$ cat src/rtl/sw_loop_pkg.sv
// Shared definitions for the nested-loop software model: PC bit positions,
// the PC vector type and the one-hot location encoding.
package sw_loop_pkg;

    localparam int unsigned PC_W    = 8;
    localparam int unsigned PC_L0   = 0;
    localparam int unsigned PC_L1   = 1;
    localparam int unsigned PC_L2   = 2;
    localparam int unsigned PC_L3   = 3;
    localparam int unsigned PC_L4   = 4;
    localparam int unsigned PC_L5   = 5;
    localparam int unsigned PC_DONE = 6;
    localparam int unsigned PC_ERR  = 7;

    typedef logic [PC_W-1:0] pc_t;

    // Program locations; each value sets only the bit at its PC index
    typedef enum logic [PC_W-1:0] {
        LOC_L0   = 8'b0000_0001,
        LOC_L1   = 8'b0000_0010,
        LOC_L2   = 8'b0000_0100,
        LOC_L3   = 8'b0000_1000,
        LOC_L4   = 8'b0001_0000,
        LOC_L5   = 8'b0010_0000,
        LOC_DONE = 8'b0100_0000,
        LOC_ERR  = 8'b1000_0000
    } loc_e;

endpackage

$ cat src/rtl/sw_loop_onehot_chk.sv
// Combinational exactly-one-hot detector for an N-bit vector.
module sw_loop_onehot_chk #(
    parameter int unsigned N = 8
) (
    input  logic [N-1:0] vec_i,
    output logic         onehot_o
);

    logic seen_one;
    logic seen_multi;

    // A second set bit after the first one marks the vector as not one-hot
    always_comb begin
        seen_one   = 1'b0;
        seen_multi = 1'b0;
        for (int i = 0; i < int'(N); i++) begin
            if (vec_i[i]) begin
                seen_multi = seen_multi | seen_one;
                seen_one   = 1'b1;
            end
        end
        onehot_o = seen_one & ~seen_multi;
    end

endmodule

$ cat src/rtl/sw_loop_nest.sv
// Two-level nested counting loop modelled as a one-hot program counter with
// inner counter x and outer counter y; prop is the safety property output.
module sw_loop_nest
    import sw_loop_pkg::*;
#(
    parameter int unsigned W      = 8,
    parameter int unsigned KINIT  = 0,
    parameter int unsigned KINC   = 3,
    parameter int unsigned KCOND  = 17,
    parameter int unsigned KPROP  = 19,
    parameter int unsigned NOUTER = 4,
    parameter int unsigned YW     = 3
) (
    input  logic          clk,
    input  logic          rst,
    input  logic          en,
    output pc_t           pc,
    output logic [W-1:0]  x,
    output logic [YW-1:0] y,
    output logic          done,
    output logic          err,
    output logic          onehot_ok,
    output logic          prop
);

    localparam logic [W-1:0]  KINIT_X  = W'(KINIT);
    localparam logic [W-1:0]  KINC_X   = W'(KINC);
    localparam logic [W-1:0]  KCOND_X  = W'(KCOND);
    localparam logic [W-1:0]  KPROP_X  = W'(KPROP);
    localparam logic [YW:0]   NOUTER_Y = (YW+1)'(NOUTER);

    loc_e          pc_q, pc_d;
    logic [W-1:0]  x_q, x_d;
    logic [YW-1:0] y_q, y_d;
    logic          ok_q;
    logic          onehot_c;
    logic [YW:0]   y_inc;
    pc_t           pc_vec;

    sw_loop_onehot_chk #(
        .N (PC_W)
    ) u_onehot_chk (
        .vec_i    (pc_vec),
        .onehot_o (onehot_c)
    );

    always_ff @(posedge clk or posedge rst) begin
        if (rst) begin
            pc_q <= LOC_L0;
            x_q  <= '0;
            y_q  <= '0;
            ok_q <= 1'b1;
        end else begin
            pc_q <= pc_d;
            x_q  <= x_d;
            y_q  <= y_d;
            ok_q <= onehot_c;
        end
    end

    // One program step per enabled edge; a corrupted PC freezes execution
    always_comb begin
        pc_d  = pc_q;
        x_d   = x_q;
        y_d   = y_q;
        y_inc = {1'b0, y_q} + (YW+1)'(1);
        if (en && ok_q) begin
            case (pc_q)
                LOC_L0: begin
                    x_d  = KINIT_X;
                    y_d  = '0;
                    pc_d = LOC_L1;
                end
                LOC_L1: pc_d = (x_q < KPROP_X) ? LOC_L2 : LOC_ERR;
                LOC_L2: begin
                    x_d  = x_q + KINC_X;
                    pc_d = LOC_L3;
                end
                LOC_L3: pc_d = (x_q < KCOND_X) ? LOC_L1 : LOC_L4;
                LOC_L4: pc_d = (x_q < KPROP_X) ? LOC_L5 : LOC_ERR;
                LOC_L5: begin
                    y_d = y_inc[YW-1:0];
                    if (y_inc < NOUTER_Y) begin
                        x_d  = KINIT_X;
                        pc_d = LOC_L1;
                    end else begin
                        pc_d = LOC_DONE;
                    end
                end
                default: ;
            endcase
        end
    end

    assign pc_vec    = pc_q;
    assign pc        = pc_vec;
    assign x         = x_q;
    assign y         = y_q;
    assign done      = pc_vec[PC_DONE];
    assign err       = pc_vec[PC_ERR];
    assign onehot_ok = ok_q;
    assign prop      = ~pc_vec[PC_ERR] & ok_q;

endmodule

$ cat config.mk
export PLATFORM = sky130hd
export DESIGN_NAME = sw_loop_nest
export DESIGN_NICKNAME = d
export VERILOG_FILES = /design/src/rtl/sw_loop_pkg.sv /design/src/rtl/sw_loop_onehot_chk.sv /design/src/rtl/sw_loop_nest.sv
export SDC_FILE = /design/constraint.sdc
export NUM_CORES = 1
export LEC_CHECK = 0
export BUFFER_PORTS_ARGS = -buffer_cell sky130_fd_sc_hd__buf_4
export CAP_MARGIN = 20
export CORE_MARGIN = 1.5
export CORE_UTILIZATION = 45
export DETAILED_ROUTE_END_ITERATION = 10
export HOLD_SLACK_MARGIN = 0.03
export PLACE_DENSITY = 0.73
export SYNTH_ARGS = -nofsm -noshare
export SYNTH_HDL_FRONTEND = slang
export SYNTH_SLANG_ARGS = --single-unit
$ cat constraint.sdc
create_clock -name clk -period 3 [get_ports clk]
set_input_delay 0.15 -clock clk [delete_from_list [all_inputs] [get_ports clk]]
set_output_delay 0.15 -clock clk [all_outputs]
set_load 0.02 [all_outputs]
==> results by group <==
Global routing
  – Antenna violations before repair: 0
  – Pin count of the biggest net entering global routing: 21
  – First-pass GRT wire length: 5.002 mm
  – Met3 usage: 2.074%
  – GRT Max-Usage Layer: met2
  – Vias in the first global route: 1,086
  – Gr ovfl total: 0
  – Total Routing Usage GR: 20.26%
  – GRT met1 Usage: 25.07%
  – Met2 Track Usage GR: between 30% and 40%

Timing
  – Max-slew headroom: 48.54%
  – Fin worst setup slack: 675.9 ps
  – Setup-failing EPs final: 0
  – Least-Margin Pin Slew: 766.1 ps
  – Clk_skew: 11.52 ps
  – Peak Freq: approximately 430 MHz
  – Clock period minus worst slack: 2324 ps
  – Setup TNS: 0 ps
  – Final Hold Violating Endpoints: 0
  – RSZ-0062 raised after global routing: no
  – Final Cycle Share: 77.47%
  – Final Max Slew Viols: 0

Placement
  – Gpl congestion: 0.8360
  – Post-DP HPWL: ~2.2 mm
  – Dpl ws: 721.5 ps
  – Buffers added on ports: 25

Cells and area
  – Final core occ: 55.38%
  – Most common cell after layout, fill and taps aside: buf_4
  – Ant. Diodes: 0
  – Layout cells sized above 1: 27.56%
  – Final nets: 163
  – Filler cells: 241
  – Layout area overhead: 18.63%
  – Commonest cells after routing, fill and taps aside: buf_4 (26), dfrtp_1 (18), nand2_1 (10), inv_1 (7), a31oi_1 (6)

Detailed routing
  – Final antenna-violating net count: 0
  – Vias/cell: 6.005
  – DR pass1 iterations: 4
  – Drt total wl: about 3 mm
  – Routed WL per cell: 16.08 um
  – Via count: 1,123
  – Initial drt markers: 38
  – DR DRC count: 0

Worst setup path
  – Worst Path Arrival: 2520 ps
  – Critical path data required time: around 3200 ps
  – Critical Path Fanout Max: 12
  – Critical path startpoint category: flip-flop
  – Crit Path Category: reg -> reg
  – Endpoint class of the critical path: flip-flop

Synth
  – Synth Instances: 134
  – Syn Nets: 140
  – Mean Syn Cell Area: roughly 9.5 um^2
  – Post-Syn Area: 1276 um^2
  – Register area share after synthesis: 39.41%
  – Post-synth EDFFs: 0
  – Yosys reg bits: 20
  – Top FF cell, synth: dfrtp_1
  – Synth warn: 0
  – Synth async-reset ratio: 100.0%
  – Synth cell types: 50

Clock network
  – Post-CTS Setup Repair Bufs: 0
  – Reg clk slew, reported paths: 130 ps
  – Clk Tree Root Cell: clkbuf_4
  – Clk buf depth: 2
  – Clock net sink count: 20
  – Htree depth: 1
  – CTS tree: done
  – Clock Latency Late Sink: 310 ps
  – Total CTS buffers: 3

Floorplanning
  – Die area: approximately 3200 um^2
  – Total I/O pin count: 26
  – Std-Cell Rows: 19
  – Core area: 2734 um^2
  – Initial Util: 46.68%
  – DIE WIDTH: 56.26 um
  – Die H: 56.26 um

Status
  – Status: finished clean

Hold path
  – Worst hold path class: in -> reg

Power and ir drop
  – Power Density: 291.5 nW/um^2
  – Power Total: between 400 and 500 uW
  – VDD IR max: 0.0002578 V
  – Leakage: 0.6973 nW

Run
  – MaxCap Viol Count: 0
==> cell families (layout without fill, tap and decap cells) <==
| group | Yosys count | in the layout | share of synthesized area (%) |
|---|---|---|---|
| and+or+nand+nor | 51 | 51 | 23.92 |
| AOI/OAI and AO/OA | 34 | 34 | 20.78 |
| DFF | 20 | 20 | 39.41 |
| buffers and inverters | 16 | 38 | 5.392 |
| xor gates and xnor gates | 5 | 5 | 3.432 |
| adders and majority gates | 4 | 4 | 3.726 |
| muxes | 4 | 4 | 3.333 |
==> cells in the mapped netlist (2+ instances only) <==
library cell | count | area share [%]
a22o_1 | 2 | 1.4
ha_1 | 3 | 2.9
a21o_1 | 2 | 1.2
a41oi_1 | 2 | 1.4
buf_4 | 2 | 1.2
or4_4 | 3 | 2.6
dfrtp_1 | 18 | 35
mux2_2 | 2 | 1.8
nor2b_1 | 2 | 0.98
xnor2_1 | 2 | 1.4
dfstp_2 | 2 | 4.1
o21bai_1 | 2 | 1.2
or3_1 | 4 | 2.0
a21oi_1 | 5 | 2.0
and2_1 | 2 | 0.98
nor4_1 | 2 | 0.98
a31oi_1 | 6 | 2.9
nor2_1 | 5 | 1.5
nand2b_1 | 5 | 2.5
inv_1 | 7 | 2.1
nand3_1 | 4 | 1.6
xor2_1 | 3 | 2.1
nand2_1 | 10 | 2.9
o22ai_1 | 2 | 0.98
nor3_1 | 3 | 1.2
or2_2 | 2 | 0.98
nand4_1 | 3 | 1.5
clkbuf_1 | 6 | 1.8
mux2i_1 | 2 | 1.6
==> area by class of cell <==
class                           instances  area (um^2)  area share [%]
Timing Repair Buffer                   27        205.2           13.55
Multi-Input combinational cell         98        704.4           46.53
Clock buffer                            4        36.28           2.397
Sequential cell                        20        503.0           33.22
Tap cell                               31        38.79           2.562
Inverter                                7        26.28           1.736
==> power breakdown <==
group	leakage, nW	total [mW]	switching (mW)	internal (mW)
registers	0.251	0.270	0	0.270
logic	0.425	0.00823	0.00569	0.00254
clock network	0.0210	0.163	0.0893	0.0741
total	0.697	0.441	0.0950	0.346
==> worst max-delay path, cell delays in order (launching register included) <==
cell       delay, ps
dfrtp_1          550
or4_4            630
a211oi_1         330
o2bb2ai_1        300
mux2_2           400
==> what timing repair did <==
| action | CTS | global route |
|---|---|---|
| hold endpoints to repair | 18 | 0 |
| resized for setup | 0 | 0 |
| hold buffers | 1 | 0 |
| endpoints found under the setup margin | 0 | 0 |
==> final timing paths <==
path / from / end / slack, ps / cells after the start
hold / removal: en / pc[6]$_DFFE_PP0P_ / 320 / 3
setup / recovery: pc[4]$_DFFE_PP0P_ / pc[5]$_DFFE_PP0P_ / 680 / 4
min in group asynchronous: rst / x[2]$_DFFE_PP0P_ / 520 / 3
max in group asynchronous: rst / pc[2]$_DFFE_PP0P_ / 1990 / 3
setup reg to reg: pc[4]$_DFFE_PP0P_ / pc[5]$_DFFE_PP0P_ / 680 / 4
hold reg to reg: x[7]$_DFFE_PP0P_ / x[7]$_DFFE_PP0P_ / 550 / 1
==> flip-flops by register name, summed over array words and instances, names as in the netlist <==
| name | cells |
|---|---|
| pc | 8 |
| x | 8 |
| y | 3 |
| onehot_ok | 1 |
==> through the flow <==
stage	hold slack (ps)	area, um^2	cells
after floorplan	112.3	1276	134
after global placement	330.0	1468	182
after detailed placement	344.7	1468	182
after CTS	317.7	1514	187
after global routing	359.9	1514	187
final	317.1	1514	187
==> routing by layer <==
layer  share of wire [%]  up-vias
met3                 3.2        7
met2                  51       30
li1                    -      542
met5                   0        -
met1                  44      544
met4                 2.0        0
(Power assumes the default switching activity.)
